$ cat config.mk
export PLATFORM = sky130hd
export DESIGN_NAME = rf_access_arbiter_flat
export DESIGN_NICKNAME = d
export VERILOG_FILES = /design/src/rtl/rf_ctrl_pkg.sv /design/src/rtl/rf_access_arbiter_if.sv /design/src/rtl/rr_arbiter_2.sv /design/src/rtl/rf_access_arbiter.sv /design/src/flat_wrapper.sv
export SDC_FILE = /design/constraint.sdc
export NUM_CORES = 1
export LEC_CHECK = 0
export CELL_PAD_IN_SITES_DETAIL_PLACEMENT = 1
export CELL_PAD_IN_SITES_GLOBAL_PLACEMENT = 1
export CORE_ASPECT_RATIO = 0.9
export CORE_MARGIN = 5
export CORE_UTILIZATION = 33
export CTS_CLUSTER_DIAMETER = 50
export DETAILED_ROUTE_END_ITERATION = 12
export PLACE_DENSITY_LB_ADDON = 0.1
export SLEW_MARGIN = 20
export SYNTH_ARGS = -nofsm -noshare
export SYNTH_HDL_FRONTEND = slang
export SYNTH_SLANG_ARGS = --single-unit
export TNS_END_PERCENT = 5
$ cat constraint.sdc
create_clock -name clk -period 5.8 [get_ports clk]
set_input_delay 1.74 -clock clk [delete_from_list [all_inputs] [get_ports clk]]
set_output_delay 1.74 -clock clk [all_outputs]
set_load 0.02 [all_outputs]
$ cat src/rtl/rf_ctrl_pkg.sv
// Shared types and default widths for the register-file access arbiter.
// The opcode and FSM state encodings are fixed here so that checkers can bind to them.
package rf_ctrl_pkg;

    localparam int DATA_W_DEF = 16;
    localparam int ADDR_W_DEF = 2;

    typedef enum logic [1:0] {
        OP_READ  = 2'b00,
        OP_WRITE = 2'b01,
        OP_COPY  = 2'b10,
        OP_SWAP  = 2'b11
    } op_t;

    typedef enum logic {
        S_IDLE   = 1'b0,
        S_SWAP_B = 1'b1
    } state_t;

endpackage

$ cat src/rtl/rf_access_arbiter_if.sv
// Requester-side bundle: two request channels with a shared response word pair.
// Index 0 is the core and index 1 is the debug/loader port.
interface rf_access_arbiter_if #(
    parameter int DATA_W = 16,
    parameter int ADDR_W = 2
);
    logic [1:0]             req_valid;
    logic [1:0]             req_ready;
    logic [1:0][1:0]        req_op;
    logic [1:0][ADDR_W-1:0] req_a;
    logic [1:0][ADDR_W-1:0] req_b;
    logic [1:0][DATA_W-1:0] req_wdata;
    logic [1:0]             resp_valid;
    logic [DATA_W-1:0]      resp_data1;
    logic [DATA_W-1:0]      resp_data2;

    modport master (
        output req_valid, req_op, req_a, req_b, req_wdata,
        input  req_ready, resp_valid, resp_data1, resp_data2
    );

    modport slave (
        input  req_valid, req_op, req_a, req_b, req_wdata,
        output req_ready, resp_valid, resp_data1, resp_data2
    );
endinterface

$ cat src/rtl/rr_arbiter_2.sv
// Two-way grant: round-robin between requesters, or fixed priority favouring
// requester 0 when PRIO_MODE is nonzero. The grant is combinational.
module rr_arbiter_2 #(
    parameter int PRIO_MODE = 0
) (
    input  logic       clk,
    input  logic       reset,
    input  logic [1:0] req,
    input  logic       accept,
    output logic [1:0] grant
);

    // ptr == 0 means requester 0 wins the next tie.
    logic ptr;

    always_comb begin
        grant = req;
        if (req == 2'b11) begin
            if (PRIO_MODE != 0 || !ptr) grant = 2'b01;
            else                        grant = 2'b10;
        end
    end

    always_ff @(posedge clk or negedge reset) begin
        if (!reset)      ptr <= 1'b0;
        else if (accept) ptr <= grant[0];
    end

endmodule

$ cat src/rtl/rf_access_arbiter.sv
// Arbitrates two requesters onto one register file and sequences READ, WRITE,
// COPY (one cycle) and SWAP (two cycles), returning a one-cycle response pulse.
module rf_access_arbiter
    import rf_ctrl_pkg::*;
#(
    parameter int DATA_W    = DATA_W_DEF,
    parameter int ADDR_W    = ADDR_W_DEF,
    parameter int PRIO_MODE = 0
) (
    input  logic               clk,
    input  logic               reset,
    rf_access_arbiter_if.slave bus,
    output logic               busy,
    output logic [ADDR_W-1:0]  rf_reg1,
    output logic [ADDR_W-1:0]  rf_reg2,
    output logic               rf_write,
    output logic [DATA_W-1:0]  rf_write_data,
    input  logic [DATA_W-1:0]  rf_data1,
    input  logic [DATA_W-1:0]  rf_data2,
    output state_t             dbg_state
);

    // Handshake: a request is taken in any cycle where req_valid[i] and
    // req_ready[i] are both 1; at most one ready bit is set, only in IDLE and
    // never under reset. resp_valid is a one-cycle pulse with no backpressure.
    state_t            state_q, state_d;
    logic [1:0]        grant;
    logic              idle_en, accept, w;
    op_t               w_op;
    logic [DATA_W-1:0] tmp_a;
    logic [ADDR_W-1:0] b_q;
    logic              owner_q;
    logic [1:0]        resp_valid_q;
    logic [DATA_W-1:0] resp_data1_q, resp_data2_q;

    assign idle_en = (state_q == S_IDLE) && reset;

    rr_arbiter_2 #(.PRIO_MODE(PRIO_MODE)) u_arb (
        .clk    (clk),
        .reset  (reset),
        .req    (bus.req_valid & {2{idle_en}}),
        .accept (accept),
        .grant  (grant)
    );

    assign accept         = |grant;
    assign w              = grant[1];
    assign w_op           = op_t'(bus.req_op[w]);
    assign bus.req_ready  = grant;
    assign bus.resp_valid = resp_valid_q;
    assign bus.resp_data1 = resp_data1_q;
    assign bus.resp_data2 = resp_data2_q;
    assign busy           = (state_q != S_IDLE);
    assign dbg_state      = state_q;

    always_ff @(posedge clk or negedge reset) begin
        if (!reset) state_q <= S_IDLE;
        else        state_q <= state_d;
    end

    always_comb begin
        state_d = state_q;
        case (state_q)
            S_IDLE:   if (accept && w_op == OP_SWAP) state_d = S_SWAP_B;
            S_SWAP_B: state_d = S_IDLE;
            default:  state_d = S_IDLE;
        endcase
    end

    // In SWAP_B reg2 also points at b: after the first write rf[b] still holds
    // the old b value (or, when a==b, the same value), so it feeds response word 2.
    always_comb begin
        rf_reg1       = '0;
        rf_reg2       = '0;
        rf_write      = 1'b0;
        rf_write_data = '0;
        case (state_q)
            S_IDLE: begin
                if (accept) begin
                    rf_reg1       = bus.req_a[w];
                    rf_reg2       = bus.req_b[w];
                    rf_write      = (w_op != OP_READ);
                    rf_write_data = (w_op == OP_WRITE) ? bus.req_wdata[w] : rf_data2;
                end
            end
            S_SWAP_B: begin
                rf_reg1       = b_q;
                rf_reg2       = b_q;
                rf_write      = 1'b1;
                rf_write_data = tmp_a;
            end
            default: ;
        endcase
    end

    always_ff @(posedge clk or negedge reset) begin
        if (!reset) begin
            resp_valid_q <= 2'b00;
            resp_data1_q <= '0;
            resp_data2_q <= '0;
            tmp_a        <= '0;
            b_q          <= '0;
            owner_q      <= 1'b0;
        end else begin
            resp_valid_q <= 2'b00;
            if (state_q == S_SWAP_B) begin
                resp_valid_q[owner_q] <= 1'b1;
                resp_data1_q          <= tmp_a;
                resp_data2_q          <= rf_data2;
            end else if (accept) begin
                case (w_op)
                    OP_READ: begin
                        resp_valid_q[w] <= 1'b1;
                        resp_data1_q    <= rf_data1;
                        resp_data2_q    <= rf_data2;
                    end
                    OP_WRITE: begin
                        resp_valid_q[w] <= 1'b1;
                        resp_data1_q    <= bus.req_wdata[w];
                        resp_data2_q    <= '0;
                    end
                    OP_COPY: begin
                        resp_valid_q[w] <= 1'b1;
                        resp_data1_q    <= rf_data2;
                        resp_data2_q    <= rf_data2;
                    end
                    OP_SWAP: begin
                        tmp_a   <= rf_data1;
                        b_q     <= bus.req_b[w];
                        owner_q <= w;
                    end
                    default: ;
                endcase
            end
        end
    end

endmodule

$ cat src/flat_wrapper.sv
// flat-port wrapper written by rule: the top's interface ports become plain ports
module rf_access_arbiter_flat import rf_ctrl_pkg::*;
#(
    parameter int DATA_W    = DATA_W_DEF,
    parameter int ADDR_W    = ADDR_W_DEF,
    parameter int PRIO_MODE = 0
)
  (clk, reset, busy, rf_reg1, rf_reg2, rf_write, rf_write_data, rf_data1, rf_data2, dbg_state, bus_req_valid, bus_req_op, bus_req_a, bus_req_b, bus_req_wdata, bus_req_ready, bus_resp_valid, bus_resp_data1, bus_resp_data2);
  rf_access_arbiter_if #(.DATA_W(DATA_W), .ADDR_W(ADDR_W)) bus_i ();
  input  logic clk;
  input  logic reset;
  output logic busy;
  output logic [ADDR_W-1:0] rf_reg1;
  output logic [ADDR_W-1:0] rf_reg2;
  output logic rf_write;
  output logic [DATA_W-1:0] rf_write_data;
  input  logic [DATA_W-1:0] rf_data1;
  input  logic [DATA_W-1:0] rf_data2;
  output state_t dbg_state;
  input wire logic [$bits(bus_i.req_valid)-1:0] bus_req_valid;
  input wire logic [$bits(bus_i.req_op)-1:0] bus_req_op;
  input wire logic [$bits(bus_i.req_a)-1:0] bus_req_a;
  input wire logic [$bits(bus_i.req_b)-1:0] bus_req_b;
  input wire logic [$bits(bus_i.req_wdata)-1:0] bus_req_wdata;
  output wire logic [$bits(bus_i.req_ready)-1:0] bus_req_ready;
  output wire logic [$bits(bus_i.resp_valid)-1:0] bus_resp_valid;
  output wire logic [$bits(bus_i.resp_data1)-1:0] bus_resp_data1;
  output wire logic [$bits(bus_i.resp_data2)-1:0] bus_resp_data2;
  assign bus_i.req_valid = bus_req_valid;
  assign bus_i.req_op = bus_req_op;
  assign bus_i.req_a = bus_req_a;
  assign bus_i.req_b = bus_req_b;
  assign bus_i.req_wdata = bus_req_wdata;
  assign bus_req_ready = bus_i.req_ready;
  assign bus_resp_valid = bus_i.resp_valid;
  assign bus_resp_data1 = bus_i.resp_data1;
  assign bus_resp_data2 = bus_i.resp_data2;
  rf_access_arbiter #(.DATA_W(DATA_W), .ADDR_W(ADDR_W), .PRIO_MODE(PRIO_MODE)) u_core (.clk(clk), .reset(reset), .bus(bus_i), .busy(busy), .rf_reg1(rf_reg1), .rf_reg2(rf_reg2), .rf_write(rf_write), .rf_write_data(rf_write_data), .rf_data1(rf_data1), .rf_data2(rf_data2), .dbg_state(dbg_state));
endmodule
==> results of run 1 <==
==> per-stage QoR <==
step	instances	utilization, %
final	630	49.9
after global routing	630	49.9
after CTS	628	50.2
after detailed placement	619	48.4
after global placement	619	48.4
after floorplan	360	-
==> cells in the final DEF (no fill, tap or decap), types with 2 or more instances in the layout <==
master,netlist,final
clkdlybuf4s50_1,0,121
dfrtp_1,55,55
a31oi_1,32,32
buf_4,3,30
o21ai_0,25,25
mux2_2,22,22
nand3_1,17,17
nor2_1,17,17
a32o_1,16,16
a22o_1,16,16
a221oi_1,16,16
nand4_1,16,16
o211ai_1,16,16
o22ai_1,15,15
buf_2,4,12
mux2_4,10,10
nand2_1,8,8
inv_1,6,5
clkbuf_16,0,5
mux2i_1,5,4
ha_1,5,4
clkdlybuf4s15_2,0,4
nand2b_1,2,2
buf_12,0,2
buf_6,2,2
==> state kept, by name, indices dropped and copies added, names as in the netlist <==
name                   cells
u_core.bus.resp_data1     16
u_core.bus.resp_data2     16
u_core.tmp_a              16
u_core.b_q                 2
u_core.bus.resp_valid      2
u_core.busy                1
u_core.owner_q             1
u_core.u_arb.ptr           1
==> layer usage <==
| layer | share of wire, % | vias to the layer above | track usage [%] |
|---|---|---|---|
| met5 | 0 | - | 0 |
| met4 | 1.3 | 0 | 5.81 |
| li1 | - | 1707 | - |
| met2 | 48 | 133 | 36.3 |
| met3 | 5.5 | 18 | 4.20 |
| met1 | 46 | 1850 | 30.0 |
==> cell families after synthesis <==
| kind of cell | after synthesis |
|---|---|
| flip-flops | 55 |
| buffers and inverters | 50 |
| adder cells (fa/ha/maj) | 5 |
| AND/OR/NAND/NOR | 68 |
| AO/OA/AOI/OAI | 145 |
| multiplexers | 37 |
==> layout make-up <==
type	count	share of cell area [%]
repair buffers	172	30.1
inverters	7	0.538
well taps	133	3.11
clock inverters	2	0.304
clock buffers	6	2.59
multi-input cells	255	37.7
flip-flops and latches	55	25.7
==> worst paths after layout <==
kind	from	endpoint	slack, ns
worst min-delay path	u_core.b_q[1]	u_core.b_q[1]	0.50
worst max register to register	u_core.u_arb.ptr	u_core.bus.resp_data1[15]	2.74
min in group asynchronous	reset	u_core.b_q[0]	1.55
worst min register to register	u_core.b_q[1]	u_core.b_q[1]	0.50
worst max-delay path	bus_req_valid[1]	rf_write_data[3]	0.09
max in group asynchronous	reset	u_core.tmp_a[14]	3.86
==> power groups by stage <==
stage / registers, mW / clock network [mW] / logic (mW)
after detailed placement: 0.581 / 0 / 0.722
final: 0.576 / 0.320 / 0.716
after global routing: 0.590 / 0.352 / 0.762
after global placement: 0.574 / 0 / 0.709
after CTS: 0.575 / 0.334 / 0.723
after floorplan: 0.647 / 0 / 0.303
==> worst reg2reg max path: cells and delay by family (launching register included) <==
family / cells / cell delay (ns)
AOI/OAI and AO/OA: 1 / 0.62
DFF: 1 / 0.40
and+or+nand+nor: 3 / 0.48
adders and majority gates: 1 / 0.21
muxes: 2 / 0.62
buffers and inverters: 3 / 0.61
==> repair_timing <==
action,in CTS,in global routing
endpoints found under the setup margin,17,16
hold buffers,0,0
setup buffers,1,2
pin swaps,1,2
gates resized for setup,54,14
==> flow_summary.json, run 1 <==
{
  "worstSetupStartpointType": "primary input",
  "core_um2": 10700,
  "post-place-ws_ns": -0.488,
  "yosys.cell_count.top_type": "dfrtp_1",
  "synth_enable_flop_cells": 0,
  "firstDrtPassIters": 4,
  "initial_core_util_pct": 33.5,
  "hold_path_class": "flop to flop",
  "yosysWarningCount": 0,
  "grt_pass1_vias": 3988,
  "final_nets": 581,
  "run_status": "completed",
  "postSynthNetCount": 445,
  "critical_path.slowest_cell": "clkdlybuf4s50_1",
  "synth_cells": 360,
  "synth_compound_gate_area_share_pct": 30.9,
  "hold_violations": 0,
  "leakagePower_nw": 2.10,
  "grt_overflow": 0,
  "cpPeakStageDelay_ns": 0.49,
  "syn_avg_cell_area_um2": 9.96,
  "fillers": 1204,
  "ys_seq_area_share_pct": 38.4,
  "cts_buffer_depth": 2,
  "net-switching-power_mw": 0.582,
  "worst_skew_pair.late_latency_ns": 0.30,
  "cts.htree.levels": 2,
  "floorplan.die.width_um": 120,
  "gpl.final_weighted_congestion": 0.800,
  "combinationalPowerShare_pct": 44.4,
  "worst_slack_ns": 0.0859,
  "ios": 139,
  "syn_area_um2": 3590,
  "cts.reportedPaths.clkPinSlew_ns": 0.07,
  "groute.usage.overall_pct": 22.0,
  "numClockSinks": 55,
  "drt_drc_violations_left": 0,
  "layout_worst_path_cycle_share_pct": 98.5,
  "intPower_mw": 1.03,
  "die_area_um2": 13100,
  "synthTopCellsByArea": "dfrtp_1 (38%), mux2_2 (6.9%), a31oi_1 (5.6%)",
  "ctsRootBufferMaster": "clkbuf_16",
  "routed-via-count": 3708,
  "post_synthesis_adder_cell_area_fraction_pct": 1.74,
  "seq_area_um2": 1380,
  "yosys.area_share.simple_pct": 10.0,
  "net_switching_share_of_the_total_power_pct": 36.1,
  "inserted_diodes": 0,
  "drive_gt1_share_pct": 20.9,
  "tightest_slew_ns": 0.926,
  "critical_path.endpoint_type": "output port",
  "pwr-share-clk_pct": 19.9,
  "worst_hold_slack_across_all_endpoints_ns": 0.497,
  "area_delta_synth_final_pct": 49.2,
  "global_route_wire_length_before_repair_um": 22500,
  "worstPathCellList": "clkdlybuf4s50_1 -> and3b_2 -> nand2_8 -> buf_6 -> a21oi_4 -> inv_2 -> ha_4 -> buf_12 -> nor2_1 -> a31oi_1 -> a32o_1 -> clkdlybuf4s15_2",
  "ys_top_cells_by_count": "dfrtp_1 (55), a31oi_1 (32), clkbuf_1 (31)",
  "worstPathBufferInverterCount": 5,
  "max_freq_ghz": 0.175,
  "synth-seq-cells": 55,
  "wire_per_inst_um": 22.7,
  "dpl-instance-area_um2": 5190,
  "avgViaCountPerCell": 5.89,
  "worst_setup_path_category": "primary input to output port",
  "detail_route.wirelength_um": 14300,
  "die_height_um": 109,
  "fin_tns_setup_ns": 0,
  "detail-route-antenna-nets": 0,
  "slew_headroom_pct": 38.2,
  "core.rowCount": 36,
  "synth_xor_xnor_area_share_pct": 0,
  "shortest_clock_period_the_worst_path_allows_after_layout_ns": 5.71,
  "synth_top_family_by_area": "compound AO/OA/AOI/OAI gates",
  "worst_r2r_path_depth": 10,
  "initialDrtViolationCount": 242,
  "cts-buffers-inserted": 5,
  "grt_start_max_net_pins": 59,
  "power.density_nw_per_um2": 301,
  "drv_cap": 0,
  "cp.depth": 12,
  "postSynth.topFlopCell": "dfrtp_1",
  "hold_path_depth": 2,
  "synth_largest_area_cell": "dfrtp_1",
  "share_seq_of_total_power_pct": 35.7,
  "initial_antenna_violation_count": 0,
  "rsz_0062_raised_after_global_routing": "no",
  "async_flop_share_pct": 100,
  "clk_skew_ns": 0.00654,
  "netlist.area_leader.share_pct": 38.4,
  "cts_tree": "yes",
  "slew_viol_final": 0,
  "critical_path_peak_fanout": 26,
  "cp_delay_by_family_top": "buffers and inverters",
  "layout.cell_area.non_filler_um2": 5350,
  "placement.io_buffers": 138,
  "vdd_ir_drop_max_mv": 0.152,
  "worst_ep_arrival_time_ns": 3.97,
  "worst_ep_required_time_ns": 4.06,
  "synth.mux.area_fraction_pct": 12.5,
  "hpwlAfterDp_um": 10500,
  "design_power_total_mw": 1.61,
  "setup_violations": 0,
  "post_synth_num_cell_types": 40,
  "multi_input_combinational_cell_area_um2": 2020
}
No activity file was read; power rests on OpenSTA's default activity.
==> run 2: changes to the inputs <==
SKIP_LAST_GASP = 1   (was unset)
==> run 2 against run 1 <==
Net effect:
- the flow now finishes with violations (setup timing)
- combinational power is essentially flat
- hold slack is essentially flat
- critical path depth is the same
- global-route usage is essentially flat
- worst setup slack lost 0.13 ns
- fmax shrank 2.2%
- design area grew 0.47%
- die area is the same
- count of clock-buffer cells in the layout is the same
- sequential power is essentially flat
- first-iteration DRC count shrank 12%
- clock power is essentially flat
- largest cell class unchanged
- largest power group unchanged
==> flow_summary.json, run 2 (synthesis gave the netlist of run 1 again) <==
{
  "worstSetupStartpointType": "primary input",
  "detail_route.wirelength_um": 14300,
  "route.top_layer_used": "met4",
  "area_delta_synth_final_pct": 49.9,
  "detail-route-antenna-nets": 0,
  "ios": 139,
  "ff2ff_setup_slack_ns": 2.67,
  "layoutNonFillerInstCount": 629,
  "numClockSinks": 55,
  "worst_slack_ns": -0.0451,
  "placed_cells": 619,
  "critical_path.endpoint_type": "output port",
  "layout_worst_path_cycle_share_pct": 101,
  "hold_path.startpoint": "u_core.b_q[1]",
  "worst_ep_required_time_ns": 4.06,
  "groute.usage.overall_pct": 22.1,
  "wire_per_inst_um": 22.8,
  "core.rowCount": 36,
  "drv_cap": 0,
  "worstPathCellList": "clkdlybuf4s50_1 -> and3b_2 -> nand2_8 -> buf_4 -> a21oi_2 -> inv_1 -> ha_4 -> buf_12 -> nor2_1 -> a31oi_1 -> a32o_1 -> clkdlybuf4s15_1",
  "wl_met2_um": 6790,
  "slew_viol_final": 0,
  "setup_violations": 15,
  "power.density_nw_per_um2": 300,
  "hold_violations": 0,
  "dpl-instance-area_um2": 5190,
  "crit-reg2reg-capture": "u_core.bus.resp_data1[15]",
  "cts.reportedPaths.clkPinSlew_ns": 0.07,
  "fin_tns_setup_ns": -0.430,
  "wl_met1_um": 6480,
  "drt_drc_violations_left": 0,
  "end_point_of_the_critical_path": "rf_write_data[6]",
  "leakagePower_nw": 2.10,
  "rsz_0062_raised_after_global_routing": "yes",
  "grt_start_max_net_pins": 59,
  "cp_delay_by_family_top": "buffers and inverters",
  "cpPeakStageDelay_ns": 0.49,
  "hold_path_class": "flop to flop",
  "hpwlAfterDp_um": 10500,
  "grt_pass1_vias": 3990,
  "worst_hold_slack_across_all_endpoints_ns": 0.497,
  "cts.htree.levels": 2,
  "cts-buffers-inserted": 5,
  "worst_ep_arrival_time_ns": 4.11,
  "critical_path.slowest_cell": "clkdlybuf4s50_1",
  "ctsRootBufferMaster": "clkbuf_16",
  "clk_skew_ns": 0.00479,
  "worst_r2r_path_depth": 11,
  "avgViaCountPerCell": 5.87,
  "die_area_um2": 13100,
  "layout.cells.most_common_list": "clkdlybuf4s50_1 (121), dfrtp_1 (55), a31oi_1 (32)",
  "max_freq_ghz": 0.171,
  "tightest_slew_ns": 0.936,
  "cp.depth": 12,
  "global_route_wire_length_before_repair_um": 22500,
  "cp-startpoint": "bus_req_valid[1]",
  "shortest_clock_period_the_worst_path_allows_after_layout_ns": 5.85,
  "cts_tree": "yes",
  "routed-via-count": 3692,
  "vdd_ir_drop_max_mv": 0.153,
  "critical_path_peak_fanout": 31,
  "cts_buffer_depth": 2,
  "floorplan.die.width_um": 120,
  "cts-hold-fix-buffers": 0,
  "worst_skew_pair.late_latency_ns": 0.30,
  "final_nets": 580,
  "gpl.final_weighted_congestion": 0.800,
  "inserted_diodes": 0,
  "core_um2": 10700,
  "drive_gt1_share_pct": 18.1,
  "firstDrtPassIters": 4,
  "met3_wirelength_um": 843,
  "grt_overflow": 0,
  "most_common_library_cell_in_the_layout_ignoring_fill_and_taps": "clkdlybuf4s50_1",
  "placement.io_buffers": 138,
  "final_core_util_pct": 50.2,
  "regToRegStartpoint": "u_core.u_arb.ptr",
  "slew_headroom_pct": 37.5,
  "violations": "setup timing",
  "initial_core_util_pct": 33.5,
  "initial_antenna_violation_count": 0,
  "die_height_um": 109,
  "worst_setup_path_category": "primary input to output port",
  "run_status": "complete, but fails checks",
  "initialDrtViolationCount": 212,
  "layout.cell_area.non_filler_um2": 5380,
  "worstPathBufferInverterCount": 5
}
-- run 2: worst min path at each step --
stage / endpoint / cells past startpoint
floorplan: u_core.b_q[0] / 2
global placement: u_core.b_q[0] / 2
detailed placement: u_core.b_q[1] / 2
CTS: u_core.b_q[1] / 2
global route: u_core.bus.resp_data2[8] / 1
finish: u_core.b_q[1] / 2
-- run 2: per-layer routing --
metal  global-route usage (%)  up-vias
li1                         -     1707
met1                     30.0     1829
met2                     36.3      135
met3                     4.20       21
met4                     5.81        0
met5                        0        -
-- run 2: metrics by stage --
step / total power, mW / setup WS (ns)
2_1_floorplan: 0.949 / 0.208
3_3_place_gp: 1.28 / -0.397
3_5_place_dp: 1.30 / -0.488
4_1_cts: 1.63 / -0.0230
5_1_grt: 1.71 / -0.167
6_report: 1.61 / -0.0451
-- run 2: tightest hold or removal path: stages (launching register included) --
cell	delay, ns
dfrtp_1	0.35
nand2_1	0.05
o21ai_0	0.06
-- run 2: report_power, final --
group | switching (mW) | total (mW) | internal, mW
logic | 0.350 | 0.717 | 0.367
clock network | 0.148 | 0.321 | 0.173
registers | 0.0836 | 0.575 | 0.492
-- run 2: area by class of cell --
type / instances / area, um^2
tap: 133 / 166
timing repair buffer: 171 / 1650
clock buffer: 6 / 139
fill: 1197 / 5340
sequential: 55 / 1380
inverter: 7 / 28.8
clock inverter: 2 / 16.3
multi-input combinational: 255 / 2000
-- run 2: timing repair --
| action | 4_1_cts | 5_1_grt |
|---|---|---|
| gates resized for setup | 38 | 2 |
| buffers inserted | 1 | 1 |
| pin swaps | 1 | 1 |
| setup endpoints to repair | 17 | 22 |
